File: src/rtl/calc_pkg.sv
`default_nettype none
// +----------------------------------------------------------------------------+
// | Module : calc_pkg                                                          |
// | Brief  : Shared types and constants for the calculator result display:    |
// |          seven-segment patterns (active-low {g,f,e,d,c,b,a}), the         |
// |          conversion FSM state type, the BCD digit type and the add-3      |
// |          correction used by the double-dabble engine.                     |
// | Rev    : 1.0  initial release                                             |
// +----------------------------------------------------------------------------+
package calc_pkg;

   // Active-low segment patterns, bit order {g,f,e,d,c,b,a}
   localparam logic [6:0] SEG_BLANK = 7'h7F;
   localparam logic [6:0] SEG_MINUS = 7'h3F;
   localparam logic [6:0] SEG_0     = 7'h40;
   localparam logic [6:0] SEG_1     = 7'h79;
   localparam logic [6:0] SEG_2     = 7'h24;
   localparam logic [6:0] SEG_3     = 7'h30;
   localparam logic [6:0] SEG_4     = 7'h19;
   localparam logic [6:0] SEG_5     = 7'h12;
   localparam logic [6:0] SEG_6     = 7'h02;
   localparam logic [6:0] SEG_7     = 7'h78;
   localparam logic [6:0] SEG_8     = 7'h00;
   localparam logic [6:0] SEG_9     = 7'h10;

   // Number of BCD digits produced by the converter (0..999 range)
   localparam int BCD_DIGITS = 3;

   typedef logic [3:0] bcd_digit_t;

   // Any code above 9 decodes to a dark digit; used to blank a slot
   localparam bcd_digit_t BCD_BLANK = 4'hF;

   typedef enum logic [1:0] {
      IDLE = 2'd0,
      CONV = 2'd1,
      DONE = 2'd2
   } state_t;

   // Double-dabble correction: a nibble of 5 or more would exceed 9 after
   // the next shift, so pre-add 3 to make it carry into the next digit.
   function automatic bcd_digit_t bcd_adjust(input bcd_digit_t d);
      return (d >= 4'd5) ? bcd_digit_t'(d + 4'd3) : d;
   endfunction

endpackage
`default_nettype wire

File: src/rtl/sevenseg_decoder.sv
`default_nettype none
// +----------------------------------------------------------------------------+
// | Module : sevenseg_decoder                                                  |
// | Brief  : Combinational BCD digit to active-low seven-segment decoder.     |
// |          Codes above 9 produce an all-dark digit.                         |
// | Ports  : bcd [3:0] in  - BCD digit code                                   |
// |          seg [6:0] out - segments {g,f,e,d,c,b,a}, active-low             |
// | Rev    : 1.0  initial release                                             |
// +----------------------------------------------------------------------------+
module sevenseg_decoder
   import calc_pkg::*;
(
   input  logic [3:0] bcd,
   output logic [6:0] seg
);

   always_comb begin
      seg = SEG_BLANK;
      case (bcd)
         4'd0:    seg = SEG_0;
         4'd1:    seg = SEG_1;
         4'd2:    seg = SEG_2;
         4'd3:    seg = SEG_3;
         4'd4:    seg = SEG_4;
         4'd5:    seg = SEG_5;
         4'd6:    seg = SEG_6;
         4'd7:    seg = SEG_7;
         4'd8:    seg = SEG_8;
         4'd9:    seg = SEG_9;
         default: seg = SEG_BLANK;
      endcase
   end

endmodule
`default_nettype wire

File: src/rtl/signed_result_display.sv
`default_nettype none
// +----------------------------------------------------------------------------+
// | Module : signed_result_display                                             |
// | Brief  : Takes a sign-magnitude result, converts the magnitude to BCD     |
// |          with a sequential shift-add-3 engine and scans it onto a 4-digit |
// |          seven-segment display: sign on the leftmost digit, then          |
// |          hundreds/tens/units.                                             |
// | Ports  : clk, rst (sync, active-high)                                     |
// |          mag_in [WIDTH-1:0] / neg_in / load  - result capture interface    |
// |          busy / done                          - conversion status          |
// |          an [3:0] / seg [6:0] / dp            - display pins, active-low   |
// | Config : LEADING_ZERO_BLANK_EN - when defined, leading zeros of the       |
// |          hundreds and tens digits are blanked; units always shown.        |
// | Rev    : 1.0  initial release                                             |
// +----------------------------------------------------------------------------+
module signed_result_display
   import calc_pkg::*;
#(
   parameter int WIDTH       = 8,
   parameter int REFRESH_DIV = 100000
)(
   input  logic             clk,
   input  logic             rst,
   input  logic [WIDTH-1:0] mag_in,
   input  logic             neg_in,
   input  logic             load,
   output logic             busy,
   output logic             done,
   output logic [3:0]       an,
   output logic [6:0]       seg,
   output logic             dp
);

   localparam int CNT_W = (WIDTH > 1) ? $clog2(WIDTH) : 1;
   localparam int REF_W = (REFRESH_DIV > 1) ? $clog2(REFRESH_DIV) : 1;
   localparam int BCD_W = 4 * BCD_DIGITS;

   state_t             state_q,     state_d;
   logic [WIDTH-1:0]   shift_q,     shift_d;
   logic [BCD_W-1:0]   bcd_q,       bcd_d;
   logic [CNT_W-1:0]   bit_cnt_q,   bit_cnt_d;
   logic               sign_q,      sign_d;
   logic [BCD_W-1:0]   disp_bcd_q,  disp_bcd_d;
   logic               disp_sign_q, disp_sign_d;
   logic [REF_W-1:0]   refresh_q,   refresh_d;
   logic [1:0]         idx_q,       idx_d;

   logic [BCD_W-1:0]   bcd_adj;
   bcd_digit_t         dig_hund, dig_tens, dig_units;
   bcd_digit_t         dig_code;
   logic [6:0]         dec_seg;

   // ---------------------------------------------------------------------
   // Registers
   // ---------------------------------------------------------------------
   always_ff @(posedge clk) begin
      if (rst) begin
         state_q     <= IDLE;
         shift_q     <= '0;
         bcd_q       <= '0;
         bit_cnt_q   <= '0;
         sign_q      <= 1'b0;
         disp_bcd_q  <= '0;
         disp_sign_q <= 1'b0;
         refresh_q   <= '0;
         idx_q       <= 2'd0;
      end else begin
         state_q     <= state_d;
         shift_q     <= shift_d;
         bcd_q       <= bcd_d;
         bit_cnt_q   <= bit_cnt_d;
         sign_q      <= sign_d;
         disp_bcd_q  <= disp_bcd_d;
         disp_sign_q <= disp_sign_d;
         refresh_q   <= refresh_d;
         idx_q       <= idx_d;
      end
   end

   // ---------------------------------------------------------------------
   // Add-3 correction on every BCD nibble ahead of the shift
   // ---------------------------------------------------------------------
   always_comb begin
      bcd_adj = bcd_q;
      for (int i = 0; i < BCD_DIGITS; i++) begin
         bcd_adj[4*i +: 4] = bcd_adjust(bcd_q[4*i +: 4]);
      end
   end

   // ---------------------------------------------------------------------
   // Conversion FSM and datapath
   // ---------------------------------------------------------------------
   always_comb begin
      state_d     = state_q;
      shift_d     = shift_q;
      bcd_d       = bcd_q;
      bit_cnt_d   = bit_cnt_q;
      sign_d      = sign_q;
      disp_bcd_d  = disp_bcd_q;
      disp_sign_d = disp_sign_q;
      busy        = 1'b0;
      done        = 1'b0;

      case (state_q)
         IDLE: begin
            if (load) begin
               shift_d   = mag_in;
               bcd_d     = '0;
               bit_cnt_d = '0;
               // A zero magnitude never shows a minus sign
               sign_d    = neg_in & (mag_in != '0);
               state_d   = CONV;
            end
         end

         CONV: begin
            busy      = 1'b1;
            bcd_d     = {bcd_adj[BCD_W-2:0], shift_q[WIDTH-1]};
            shift_d   = shift_q << 1;
            bit_cnt_d = bit_cnt_q + CNT_W'(1);
            if (bit_cnt_q == CNT_W'(WIDTH - 1)) begin
               // Final shift: the display takes the finished result on the
               // same edge that enters DONE, so it is visible alongside done.
               state_d     = DONE;
               disp_bcd_d  = bcd_d;
               disp_sign_d = sign_q;
            end
         end

         DONE: begin
            done    = 1'b1;
            state_d = IDLE;
         end

         default: state_d = IDLE;
      endcase
   end

   // ---------------------------------------------------------------------
   // Refresh counter and digit index
   // ---------------------------------------------------------------------
   always_comb begin
      refresh_d = refresh_q + REF_W'(1);
      idx_d     = idx_q;
      if (refresh_q == REF_W'(REFRESH_DIV - 1)) begin
         refresh_d = '0;
         idx_d     = idx_q + 2'd1;
      end
   end

   // ---------------------------------------------------------------------
   // Digit mux; a blank slot is expressed as an out-of-range code so the
   // single decoder handles it.
   // ---------------------------------------------------------------------
   assign dig_hund  = disp_bcd_q[11:8];
   assign dig_tens  = disp_bcd_q[7:4];
   assign dig_units = disp_bcd_q[3:0];

   always_comb begin
      dig_code = BCD_BLANK;
      case (idx_q)
         2'd0: dig_code = dig_units;
         2'd1: begin
            dig_code = dig_tens;
`ifdef LEADING_ZERO_BLANK_EN
            if (dig_hund == 4'd0 && dig_tens == 4'd0) begin
               dig_code = BCD_BLANK;
            end
`endif
         end
         2'd2: begin
            dig_code = dig_hund;
`ifdef LEADING_ZERO_BLANK_EN
            if (dig_hund == 4'd0) begin
               dig_code = BCD_BLANK;
            end
`endif
         end
         default: dig_code = BCD_BLANK;
      endcase
   end

   sevenseg_decoder u_decoder (
      .bcd (dig_code),
      .seg (dec_seg)
   );

   // an and seg both derive from idx_q, so they switch on the same edge
   assign seg = (idx_q == 2'd3) ? (disp_sign_q ? SEG_MINUS : SEG_BLANK) : dec_seg;
   assign an  = ~(4'b0001 << idx_q);
   assign dp  = 1'b1;

endmodule
`default_nettype wire
File: config.mk
export PLATFORM = sky130hd
export DESIGN_NAME = signed_result_display
export DESIGN_NICKNAME = d
export VERILOG_FILES = /design/src/rtl/calc_pkg.sv /design/src/rtl/sevenseg_decoder.sv /design/src/rtl/signed_result_display.sv
export SDC_FILE = /design/constraint.sdc
export NUM_CORES = 1
export LEC_CHECK = 0
export CELL_PAD_IN_SITES_DETAIL_PLACEMENT = 1
export CELL_PAD_IN_SITES_GLOBAL_PLACEMENT = 2
export CORE_UTILIZATION = 34
export DETAILED_ROUTE_END_ITERATION = 8
export PLACE_DENSITY_LB_ADDON = 0.1
export SLEW_MARGIN = 15
export SYNTH_ARGS = -nofsm -noshare
export SYNTH_HDL_FRONTEND = slang
export SYNTH_SLANG_ARGS = --single-unit
File: constraint.sdc
create_clock -name clk -period 2.1 [get_ports clk]
set_input_delay 0.315 -clock clk [delete_from_list [all_inputs] [get_ports clk]]
set_output_delay 0.315 -clock clk [all_outputs]
set_load 0.02 [all_outputs]
==> results.yml, run 1 <==
grt:
  antenna_found_initial: 0
  grt_pass1_wl_um: 12450
  grt_usage_pct: 18.31
  grt-ovfl-total: 0
  grt_max_degree: 46
  grt_pass1_vias: 2616
finish:
  layout_commonest_cell: "dfxtp_1"
  antenna_cells: 0
  drive_above_1_share_pct: 18.55
  utilization_pct: 44.83
  fillers: 998
  areaGrowthSynthToFinish_pct: 27.54
  final_cell_mix: "56 x dfxtp_1, 40 x nor2_1, 33 x nand2_1"
  fin_nets: 422
placed_design:
  place_congestion: 0.7353
  pre_cts_ws_ns: -0.4681
  io_buffers: 24
  dp_hpwl_um: 5223
floorplanning:
  die-area_um2: 8911
  die_h_um: 94.40
  core_area_um2: 8258
  fp.dieW_um: 94.40
  start_util_pct: 35.15
  placementRows: 33
  ios: 26
setup_path:
  critical_path_class: "register to primary output"
  arrival_ns: 2.13
  crit_chain: "inv_4 > buf_4 > ha_2 > a21oi_1 > nand2_1 > inv_1 > ha_4 > nand2b_1 > nand2_1 > buf_4"
  cpPeakStageDelay_ns: 0.38
  rrSetupSlack_ns: 0.23
  critPathTopFamily: "buffers and inverters"
  start_kind: "register"
  crit_fanout: 6
  cp.required_ns: 1.78
  cp-end-kind: "primary output"
  critPathBufInv: 4
  cp_slowest_cell: "dfxtp_4"
synth:
  synth_edf_count: 0
  synth-seq-cells: 58
  ys_warn_count: 0
  synth.cell_area_um2: 2903
  syn_avg_cell_area_um2: 8.317
  synth.distinct_cells: 46
  ys.flop_type: "dfxtp_1"
  synthArstFlopShare_pct: 0
  ys_seq_area_share_pct: 40.00
  syn-instance-count: 349
  synth_nets: 377
power_and_ir_drop:
  power_leakage_uw: 0.001385
  vdd_drop_max_v: 0.0002947
  p_per_area_nw_per_um2: 607.8
detailed_routing:
  drcViolationCount: 0
  drt_iter0_markers: 54
  vias_per_cell: 5.103
  first_pass_iters: 4
  drt-total-wl_um: 7469
  via_count: 2572
  avgRoutedWirePerCell_um: 14.82
  ant_nets: 0
sta:
  hold_viol: 0
  setup_slack_ns: -0.3406
  rsz0062_at_grt: "yes"
  min_period_ns: 2.441
  drv_slew: 0
  period_share_pct: 116.2
  fmax_mhz: 409.7
  setup_viol: 7
  clock_skew_ns: 0.009135
clock_tree:
  cts_max_path_buffers: 2
  htreeDepth: 3
  numCtsBuffers: 9
  cts_root_buf: "clkbuf_8"
  cts.clk_slew.worst_paths_ns: 0.06
  numClockSinks: 58
  clk_latency_ns: 0.34
  cts_tree: "built"
  ctsHoldBuffers: 0
run_status:
  violations: "negative setup slack"
  status: "finished, violations left"
run:
  maxCapViolations: 0
min_path:
  hold_class: "register to register"
-- area by class of cell --
type                    count  area [um2]  share of cell area [%]
multi-input cells         252        1689                   45.62
flip-flops and latches     58        1166                   31.50
repair buffers             48       432.9                   11.69
clock buffers              14       172.7                   4.664
well taps                 105       131.4                   3.548
inverters                  25       100.1                   2.704
clock inverters             2       10.01                  0.2704
-- repair_timing --
action | 4_1_cts | 5_1_grt
resized for setup | 65 | 6
endpoints found under the setup margin | 9 | 9
pin swaps | 7 | 3
buffers inserted | 1 | 0
endpoints found under the hold margin | 0 | 0
-- worst paths after layout --
| check | startpoint | endpoint | cells past startpoint |
|---|---|---|---|
| max | idx_q[0] | seg[1] | 10 |
| min | sign_q | disp_sign_q | 2 |
| max reg2reg | refresh_q[6] | refresh_q[3] | 4 |
| min reg2reg | sign_q | disp_sign_q | 2 |
-- report_power, final --
group / switching, uW / internal, uW / total, uW
logic: 88.7 / 67.1 / 156
registers: 19.2 / 1120 / 1140
clock network: 429 / 522 / 951
total: 537 / 1710 / 2250
-- stage by stage --
stage	area (um2)	instances	setup TNS [ns]	hold slack, ns	total power (uW)
after floorplan	2914	349	-0.01412	0.4284	1262
after global placement	3398	487	-2.529	0.4492	1324
after detailed placement	3398	487	-2.981	0.4609	1326
after CTS	3672	504	-2.132	0.4765	2291
after global routing	3702	504	-2.763	0.4891	2353
final	3702	504	-2.047	0.4673	2250
-- Yosys cell counts, drive strengths merged (2+ instances only) --
library cell / count / area [um2]
buf: 3 / 31.28
xnor2: 18 / 157.7
and2: 3 / 18.77
o21ai: 20 / 100.1
nand3: 13 / 65.06
clkbuf: 11 / 41.29
nor3: 14 / 70.07
a311oi: 6 / 52.55
dfxtp: 58 / 1161
nor2: 40 / 150.1
inv: 24 / 90.09
a211oi: 6 / 45.04
ha: 16 / 200.2
o22ai: 2 / 12.51
nor2b: 2 / 12.51
nand2: 33 / 123.9
nand2b: 8 / 57.55
a22oi: 5 / 37.54
nor3b: 4 / 30.03
nor4: 9 / 56.30
a21oi: 16 / 80.08
o32ai: 4 / 35.03
nand3b: 8 / 60.06
nand4: 4 / 25.02
or4b: 2 / 20.02
mux2: 3 / 33.78
-- tightest hold or removal path, stage by stage, from the launching register on --
cell and delay (ns):
dfxtp_1 0.32, nand2_1 0.06, a21oi_1 0.05
-- per-layer routing --
metal / wire (um) / track usage (%) / up-vias
li1: - / - / 1307
met1: 3636 / 22.99 / 1231
met2: 3585 / 30.43 / 26
met3: 157 / 3.382 / 8
met4: 90 / 8.077 / 0
met5: 0 / 0 / -
-- registers in the layout, indices dropped and copies added, names as in the netlist --
register and flops:
bcd_q 12, bit_cnt_q 3, disp_bcd_q 12, disp_sign_q 1, idx_q 2, refresh_q 17
shift_q 8, sign_q 1, state_q 2
-- logic make-up after synthesis --
kind of cell,count (synthesis),share of synthesized area (%)
xor+xnor,19,5.733
flops,58,40.00
mux,4,1.509
compound gates,68,15.13
simple gates,144,24.87
buf+inv,39,5.733
other cells,1,0.1292
fa+ha+maj,16,6.896
No activity file was read; power rests on OpenSTA's default activity.
==> run 2, diff against run 1 <==
--- a/config.mk
+++ b/config.mk
@@ -7,8 +7,9 @@
 export LEC_CHECK = 0
 export CELL_PAD_IN_SITES_DETAIL_PLACEMENT = 1
 export CELL_PAD_IN_SITES_GLOBAL_PLACEMENT = 2
-export CORE_UTILIZATION = 34
+export CORE_UTILIZATION = 31
 export DETAILED_ROUTE_END_ITERATION = 8
+export GPL_ROUTABILITY_DRIVEN = 0
 export PLACE_DENSITY_LB_ADDON = 0.1
 export SLEW_MARGIN = 15
 export SYNTH_ARGS = -nofsm -noshare
==> constraint.sdc (replaced) <==
create_clock -name clk -period 2 [get_ports clk]
set_input_delay 0.3 -clock clk [delete_from_list [all_inputs] [get_ports clk]]
set_output_delay 0.3 -clock clk [all_outputs]
set_load 0.02 [all_outputs]
==> results.yml, run 2 (synthesis gave the netlist of run 1 again) <==
grt:
  grt_max_degree: 46
  grt-ovfl-total: 0
  grt_usage_pct: 16.73
  grt_pass1_vias: 2692
  grt_pass1_wl_um: 12810
  antenna_found_initial: 0
power_and_ir_drop:
  p_total_uw: 2600
  power_leakage_uw: 0.001438
  comb_power_share_pct: 6.4
  p_per_area_nw_per_um2: 686.7
  power_switching_uw: 637.2
  pwr-share-seq_pct: 46.1
  switching_share_pct: 24.51
  vdd_drop_max_v: 0.0003645
  p_clk_share_pct: 47.5
  p_int_uw: 1963
floorplanning:
  die_h_um: 98.77
  placementRows: 34
  core_area_um2: 8891
  die-area_um2: 9755
  start_util_pct: 32.65
  ios: 26
  fp.dieW_um: 98.77
clock_tree:
  numClockSinks: 58
  clk_latency_ns: 0.34
  cts_root_buf: "clkbuf_8"
  cts_max_path_buffers: 2
  htreeDepth: 3
  cts_tree: "built"
  numCtsBuffers: 9
  cts.clk_slew.worst_paths_ns: 0.08
setup_path:
  crit_fanout: 7
  cp-end-kind: "primary output"
  cp.required_ns: 1.70
  critical_path_class: "register to primary output"
  arrival_ns: 2.06
  start_kind: "register"
  rrSetupSlack_ns: 0.16
finish:
  largest_reg_flops: 17
  fin_area_um2: 3786
  antenna_cells: 0
  largest_register: "refresh_q"
  drive_above_1_share_pct: 20.65
  layout_commonest_cell: "dfxtp_1"
  fin_nets: 425
  instances_no_fill: 510
  areaGrowthSynthToFinish_pct: 30.43
  final_cell_mix: "56 x dfxtp_1, 40 x nor2_1, 31 x nand2_1"
  reg_top3: "refresh_q x17, bcd_q x12, disp_bcd_q x12"
detailed_routing:
  via_count: 2600
  m1WireLength_um: 3592
  vias_per_cell: 5.098
  drt_iter0_markers: 57
  drt-total-wl_um: 7446
  routed-wl-met2_um: 3636
  ant_nets: 0
  route.met3.wl_um: 181
  drcViolationCount: 0
  avgRoutedWirePerCell_um: 14.60
  first_pass_iters: 4
  dr.max_layer_used: "met4"
sta:
  drv_slew: 0
  hold_viol: 0
  clock_skew_ns: 0.01011
  rsz0062_at_grt: "yes"
  period_share_pct: 118.1
  setup_viol: 7
  fmax_mhz: 423.3
  hold_ws_ns: 0.4642
  setup_slack_ns: -0.3623
  min_period_ns: 2.362
placed_design:
  dp_hpwl_um: 5258
  pre_cts_ws_ns: -0.5709
  io_buffers: 24
  placed_cell_area_um2: 3425
  place_inst: 492
min_path:
  hold_class: "register to register"
run:
  maxCapViolations: 0
run_status:
  status: "finished, violations left"
  violations: "negative setup slack"
## run 2: changes by cell type in the layout (fill, tap and decap cells not counted), sizes merged
cell and delta:
clkbuf -5, buf +3, clkdlybuf4s50 -2, inv +2
dlymetal6s2s -1, dlygate4sd2 +3, clkinvlp +1, bufinv +2
## run 2: layout make-up
class                      count  area [um2]
tap                          108       135.1
clock buffer                   9       123.9
clock inverter                 7       101.3
fill                        1033        5105
inverter                      25       98.84
multi-input combinational    252        1699
sequential                    58        1169
timing repair buffer          51       459.2
## run 2: final timing paths
check | startpoint | endpoint | cells after the start
setup / recovery | idx_q[1] | seg[3] | 9
hold / removal | sign_q | disp_sign_q | 2
setup reg to reg | refresh_q[8] | refresh_q[7] | 4
hold reg to reg | sign_q | disp_sign_q | 2
## run 2: stage by stage
stage | TNS [ns] | util, %
2_1_floorplan | 0 | -
3_3_place_gp | -3.132 | 38.52
3_5_place_dp | -3.567 | 38.52
4_1_cts | -2.708 | 41.91
5_1_grt | -2.957 | 42.58
6_report | -2.307 | 42.58
## run 2: worst max-delay path, cell delays in order, from the launching register on
cell	delay, ns
dfxtp_4	0.37
inv_4	0.05
ha_4	0.15
buf_6	0.11
a22o_4	0.24
a211o_4	0.31
o21ai_2	0.16
buf_6	0.13
nand3_2	0.06
buf_6	0.14
## run 2: power by group through the flow
stage	sequential (uW)	combinational, uW	clock (uW)
5_1_grt	1200	187	1340
3_3_place_gp	1230	168	0
3_5_place_dp	1230	169	0
4_1_cts	1200	170	1280
6_report	1200	165	1240
2_1_floorplan	1220	103	0
## run 2: metal layers
layer | vias up | track usage, %
met5 | - | 0
met4 | 0 | 5.855
met3 | 2 | 3.901
met2 | 32 | 28.08
met1 | 1252 | 21.00
li1 | 1314 | -
## run 2: what timing repair did
item	CTS	global route
setup endpoints to repair	11	8
buffers inserted	1	1
gates resized for setup	62	14
pin swaps	8	3
hold buffers	0	0
